--- config.mk ---
export PLATFORM = sky130hd
export DESIGN_NAME = multicycle_control_fsm
export DESIGN_NICKNAME = d
export VERILOG_FILES = /design/src/rtl/multicycle_control_fsm.sv
export SDC_FILE = /design/constraint.sdc
export NUM_CORES = 1
export LEC_CHECK = 0
export ABC_AREA = 1
export BUFFER_PORTS_ARGS = -buffer_cell sky130_fd_sc_hd__buf_2
export CAP_MARGIN = 20
export CORE_UTILIZATION = 35
export CTS_CLUSTER_SIZE = 8
export DETAILED_ROUTE_END_ITERATION = 8
export PLACE_DENSITY = 0.63
export SYNTH_ARGS = -nofsm -noshare
export SYNTH_HDL_FRONTEND = slang
export SYNTH_SLANG_ARGS = --single-unit
--- constraint.sdc ---
create_clock -name clk -period 1.5 [get_ports clk]
set_input_delay 0.15 -clock clk [delete_from_list [all_inputs] [get_ports clk]]
set_output_delay 0.15 -clock clk [all_outputs]
set_load 0.02 [all_outputs]
--- src/rtl/multicycle_control_fsm.sv ---
// rtl/multicycle_control_fsm.sv - multi-cycle instruction sequencer
// Steps FETCH/DECODE/EXECUTE/MEM/WRITEBACK, with a sticky FAULT state and a retired-instruction counter.
module multicycle_control_fsm #(
  parameter int unsigned TIMEOUT_CYCLES = 16,
  parameter int unsigned COUNT_W        = 16,
  parameter logic [3:0]  ALU_ADD        = 4'b0001,
  parameter logic [3:0]  ALU_SUB        = 4'b0010
) (
  input  logic               clk,
  input  logic               reset,
  input  logic [3:0]         opcode,
  input  logic               branch_taken,
  input  logic               mem_ready,
  output logic               mem_req,
  output logic               mem_we,
  output logic               mem_addr_sel,
  output logic               ir_write,
  output logic               pc_write,
  output logic               pc_src,
  output logic [3:0]         alu_operation_type,
  output logic               reg_write,
  output logic               wb_sel,
  output logic               retire,
  output logic [COUNT_W-1:0] instr_count,
  output logic               fault,
  output logic [2:0]         state
);

  localparam int unsigned WAIT_W = (TIMEOUT_CYCLES > 1) ? $clog2(TIMEOUT_CYCLES) : 1;
  localparam logic [WAIT_W-1:0] WAIT_LAST = WAIT_W'((TIMEOUT_CYCLES == 0) ? 0 : TIMEOUT_CYCLES - 1);

  localparam logic [3:0] OP_ADD    = 4'b0000;
  localparam logic [3:0] OP_LOAD   = 4'b0001;
  localparam logic [3:0] OP_STORE  = 4'b0010;
  localparam logic [3:0] OP_BRANCH = 4'b0011;

  typedef enum logic [2:0] {
    S_FETCH     = 3'd0,
    S_DECODE    = 3'd1,
    S_EXECUTE   = 3'd2,
    S_MEM       = 3'd3,
    S_WRITEBACK = 3'd4,
    S_FAULT     = 3'd5
  } state_t;

  state_t              r_state;
  state_t              w_next;
  logic [WAIT_W-1:0]   r_wait_cnt;
  logic [COUNT_W-1:0]  r_instr_count;

  logic       w_mem_req, w_mem_we, w_mem_addr_sel, w_ir_write, w_pc_write, w_pc_src;
  logic [3:0] w_alu_op;
  logic       w_reg_write, w_wb_sel, w_retire, w_fault, w_timeout;

  always_ff @(posedge clk) begin
    if (reset) begin
      r_state       <= S_FETCH;
      r_wait_cnt    <= '0;
      r_instr_count <= '0;
    end else begin
      r_state <= w_next;
      // Count only stalled cycles of a memory access; any other cycle leaves it at zero for the next entry.
      if ((r_state == S_FETCH || r_state == S_MEM) && !mem_ready) begin
        r_wait_cnt <= r_wait_cnt + 1'b1;
      end else begin
        r_wait_cnt <= '0;
      end
      if (w_retire) begin
        r_instr_count <= r_instr_count + 1'b1;
      end
    end
  end

  always_comb begin
    w_next         = r_state;
    w_mem_req      = 1'b0;
    w_mem_we       = 1'b0;
    w_mem_addr_sel = 1'b0;
    w_ir_write     = 1'b0;
    w_pc_write     = 1'b0;
    w_pc_src       = 1'b0;
    w_alu_op       = 4'b0000;
    w_reg_write    = 1'b0;
    w_wb_sel       = 1'b0;
    w_retire       = 1'b0;
    w_fault        = 1'b0;
    w_timeout      = (TIMEOUT_CYCLES != 0) && (r_wait_cnt == WAIT_LAST) && !mem_ready;

    case (r_state)
      S_FETCH: begin
        w_mem_req = 1'b1;
        if (mem_ready) begin
          w_ir_write = 1'b1;
          w_pc_write = 1'b1;
          w_next     = S_DECODE;
        end else if (w_timeout) begin
          w_next = S_FAULT;
        end
      end
      S_DECODE: begin
        w_next = (opcode[3:2] == 2'b00) ? S_EXECUTE : S_FAULT;
      end
      S_EXECUTE: begin
        case (opcode)
          OP_ADD: begin
            w_alu_op = ALU_ADD;
            w_next   = S_WRITEBACK;
          end
          OP_LOAD, OP_STORE: begin
            w_alu_op = ALU_ADD;
            w_next   = S_MEM;
          end
          OP_BRANCH: begin
            w_alu_op   = ALU_SUB;
            w_pc_src   = 1'b1;
            w_pc_write = branch_taken;
            w_retire   = 1'b1;
            w_next     = S_FETCH;
          end
          default: w_next = S_FAULT;
        endcase
      end
      S_MEM: begin
        w_mem_req      = 1'b1;
        w_mem_addr_sel = 1'b1;
        w_mem_we       = (opcode == OP_STORE);
        if (mem_ready) begin
          w_retire = (opcode == OP_STORE);
          w_next   = (opcode == OP_STORE) ? S_FETCH : S_WRITEBACK;
        end else if (w_timeout) begin
          w_next = S_FAULT;
        end
      end
      S_WRITEBACK: begin
        w_reg_write = 1'b1;
        w_wb_sel    = (opcode == OP_LOAD);
        w_retire    = 1'b1;
        w_next      = S_FETCH;
      end
      S_FAULT: begin
        w_fault = 1'b1;
      end
      default: w_next = S_FAULT;
    endcase
  end

  assign mem_req            = w_mem_req & ~reset;
  assign mem_we             = w_mem_we & ~reset;
  assign mem_addr_sel       = w_mem_addr_sel & ~reset;
  assign ir_write           = w_ir_write & ~reset;
  assign pc_write           = w_pc_write & ~reset;
  assign pc_src             = w_pc_src & ~reset;
  assign alu_operation_type = reset ? 4'b0000 : w_alu_op;
  assign reg_write          = w_reg_write & ~reset;
  assign wb_sel             = w_wb_sel & ~reset;
  assign retire             = w_retire & ~reset;
  assign instr_count        = reset ? '0 : r_instr_count;
  assign fault              = w_fault & ~reset;
  assign state              = r_state;

endmodule

# Word-level counts from Yosys, hierarchy flattened
# Index checks and enable logic that the tools add are counted.
dict set report op_classes {
  n_addsub 2
  eq_ne 9
  mux 25
  bitwise 12
  n_reduce_logical 11
}
# op n
set ops {}
lappend ops {{$pmux 3 s6} 1}
lappend ops {{$add 16x1->16 const B} 1}
lappend ops {{$mux 16} 1}
lappend ops {{$mux 3} 5}
lappend ops {{$mux 1} 12}
lappend ops {{$and 1x1->1} 10}
lappend ops {{$pmux 3 s3} 1}
lappend ops {{$eq 4x2->1 const B} 2}
lappend ops {{$eq 3x2->1 const B} 2}
lappend ops {{$eq 3x3->1 const B} 2}
lappend ops {{$reduce_or 2->1} 3}
lappend ops {{$add 4x1->4 const B} 1}
lappend ops {{$eq 4x1->1 const B} 1}
lappend ops {{$eq 4x4->1 const B} 1}
lappend ops {{$logic_not 4->1} 1}
lappend ops {{$mux 4} 1}
lappend ops {{$pmux 2 s2} 1}
lappend ops {{$eq 3x1->1 const B} 1}
lappend ops {{$logic_not 3->1} 1}
lappend ops {{$pmux 1 s3} 1}
lappend ops {{$reduce_or 3->1} 1}
lappend ops {{$logic_and 1x1->1} 2}
lappend ops {{$logic_not 2->1} 1}
lappend ops {{$mux 2} 1}
lappend ops {{4 further kinds} 5}
dict set report totals {
  regBits 23
  inputBits 8
  output_inout_bits 33
  elab_cells 62
}

# Longest topological paths before layout
dict set report logic_depth {
  ltp_word 5
  depth_mapped 9
  mapped_depth_nobuf 9
}

# Worst setup path before layout
# OpenSTA, ideal clock, no wires.
dict set report synth_timing {
  kind {reg2out}
  startpoint {register r_state[2] (netlist: state[2])}
  endpoint {output wb_sel}
  arrival_time_ns 1.702
  required_time_ns 1.350
  setup_slack_ns -0.352
  stages_incl_launch_ff 7
  n_path_buf 0
  cell_sequence {dfxtp_1 inv_2 nor2_1 inv_2 nor2_1 nand2_1 nor3_1}
}
dict set report synth_via {
  elab_chain_len 3
}
# item line_no
set synth_lines {}
lappend synth_lines {{start, declared} 46} ;# state_t r_state;
lappend synth_lines {{start signal, assigned} 61} ;# r_state <= w_next;
lappend synth_lines {{$eq 3x3->1} 89} ;# case (r_state)
lappend synth_lines {{$mux 1} 89}
lappend synth_lines {{$and 1x1->1} 155} ;# assign wb_sel = w_wb_sel & ~reset;
lappend synth_lines {{end, declared} 22} ;# output logic wb_sel,
# No other way between the ends.

# Worst setup path after layout
dict set report layout_timing {
  startpoint {register r_state[1] (netlist: state[1])}
  endpoint {output retire}
}
dict set report layout_via {
  elab_chain_len 3
  elab_cells_between_ends 5
  cone_classes {3 x eq/ne; 1 x mux; 1 x bitwise}
}
# item line_no
set layout_lines {}
lappend layout_lines {{$eq 3x3->1 / $eq 3x2->1 (equally long branches)} 89}
lappend layout_lines {{$pmux 1 s3 (*)} 89}
lappend layout_lines {{$and 1x1->1 (*)} 156} ;# assign retire = w_retire & ~reset;
lappend layout_lines {{end, declared} 23} ;# output logic retire,
# Every way passes the cells marked *; elsewhere a longest branch is shown, timed or not.

==> metrics <==
non-filler cells, final 356; Slowest cell on crit path dfxtp_4; port buffer count 38; initial antenna violation count 0; CP Buf/Inv Count 3; Max Cap Viol 0; Final WS setup -0.0252 ns; clock sink total 23; antenna fix cells 0; GRT Total Usage 0.170; Core ar. 4120 um2; die area between 4000 and 5000 um2; setup TNS -0.0252 ns; global route total overflow 0; Boundary Pins 41; Initial Utilization 0.377; global-route wire length before repair 6200 um; Power per Cell Area 958 nW/um2; CTS Root Buffer Type clkbuf_8; cell family with most CP delay simple AND/OR/NAND/NOR gates; WL/cell around 10 um; Final Hold Fails 0; minimum clock period 1.53 ns; Setup-failing EPs final 1; met2 global-route usage 0.298; Tcrit/Tclk final 1.02; VDD IR max around 770 uV; Post-DRT Antenna Nets 0; initial detailed-routing violation count 58; Post-Synthesis Cells 258; RSZ-0062 raised after global routing yes; min-delay src opcode[2]; Peak Freq approximately 660 MHz; DR pass1 iterations 4; total number of vias 1,662; outcome complete, but fails checks; Final HPWL DP 2810 um; Final Slew Violations 0; post-synth cell types 28; CP max stage delay slightly below 0.4 ns; routing usage on met1 0.219; vias in the first global route 1,489; Num CTS Buffers 3; RePlAce Congestion 0.853; origin of the critical flop-to-flop path state[1]; Die Y 68.6 um; clock latency on the worst-skew pair 0.26 ns; Seq/Total Area, Yosys 0.297; cell count after placement between 300 and 400; met3 usage 0.0313; Row Count 23; Yosys reg bits 23; Residual DRC 0; synthesis-to-layout area growth 29.4%; H-tree Lvls 1; Post-Syn Area 1550 um2; most frequent cells in the layout 57 x nor2_1, 57 x nand2_1, 32 x buf_2; P_leak 0.920 nW; Worst Path Required 1.35 ns; Worst Clk Skew 0.00848 ns; critical-path maximum fanout 5; Worst setup EP type output port; layout cell share with drive strength beyond 1 0.281; Hold/Removal Path Class input port to flip-flop; syn avg cell area 6.01 um2; largest net degree at the start of global routing 22; Critical Path Source state[1]; WHS 0.279 ns; Crit path arrival time 1.38 ns; Place WS 0.0980 ns; via density per instance 4.67; final wirelength 3710 um; Die W ~70 um; busiest layer in global routing met2; Worst setup SP type flip-flop; Clock transition at path regs about 0.09 ns; Power, Total 1.92 mW; CTS max path bufs 2; Nets 317; failing checks setup timing; CP Cell Sequence buf_6, nand3_4, nor2_4, nand2_4, nand3_4, inv_4, nor2_4, buf_6; CTS tree done; Setup CP Type flip-flop to output port; Warnings, synthesis 0
-- routing by layer --
layer | up-vias | wire length [um]
li1 | 897 | -
met3 | 2 | 159
met4 | 0 | 8
met1 | 724 | 1870
met5 | - | 0
met2 | 39 | 1670
-- final cells by class --
cell class	count	area (um2)
fill	438	2110
multi-input combinational	193	971
sequential	23	475
timing repair buffer	51	314
inverter	35	139
tap	50	62.6
clock buffer	4	45.0
-- kinds of logic (layout without fill, tap and decap cells) --
kind of cell	Yosys count	after routing	share of synthesized area
XOR/XNOR	3	3	0.0169
adder cells (fa/ha/maj)	2	2	0.0161
other	1	2	0.00242
AND/OR/NAND/NOR	164	164	0.464
AO/OA/AOI/OAI	22	22	0.0798
buffers and inverters	43	90	0.124
flip-flops	23	23	0.297
-- synth_stat cells, drive strengths merged --
cell type  instances  area, um2
a21oi             17       96.4
buf                5       50.0
clkbuf             3       11.3
conb               1       3.75
dfxtp             23        460
ha                 2       25.0
inv               35        131
nand2             61        236
nand3             27        158
nand3b             1       7.51
nand4              4       25.0
nor2              65        262
nor3               5       25.0
nor4               1       6.26
o211ai             1       7.51
o21ai              4       20.0
xnor2              1       8.76
xor2               2       17.5
-- sequential cells by signal, indices dropped and copies added, names as in the netlist --
name and cells:
state 3, r_wait_cnt 4, r_instr_count 16
-- metrics by stage --
stage          cell area (um2)  utilization
2_1_floorplan             1570            -
3_3_place_gp              1820        0.443
3_5_place_dp              1820        0.443
4_1_cts                   1960        0.475
5_1_grt                   2010        0.488
6_report                  2010        0.488
-- final timing paths --
kind                      end  slack [ns]  cells past startpoint
max                    retire       -0.03                      8
min                  state[1]        0.28                      6
max reg2reg  r_instr_count[4]        0.12                      9
min reg2reg     r_wait_cnt[0]        0.46                      1
-- where the power goes --
group	total [mW]	switching, mW	internal [mW]	leakage, nW
clock network	0.392	0.203	0.189	0.0228
logic	0.796	0.514	0.281	0.708
registers	0.734	0.0568	0.677	0.190
total	1.92	0.774	1.15	0.920
-- worst reg2reg max path, delay by kind of cell (launching register included) --
kind	cells	cell delay (ns)
buf+inv	2	0.31
flops	1	0.39
simple gates	7	0.59
-- repair_timing --
action | 4_1_cts | 5_1_grt
buffers inserted | 4 | 1
pin swaps | 1 | 2
endpoints found under the setup margin | 7 | 13
gates resized for setup | 20 | 15
hold buffers | 0 | 0
Note: power is estimated with default switching activity, not from simulation.
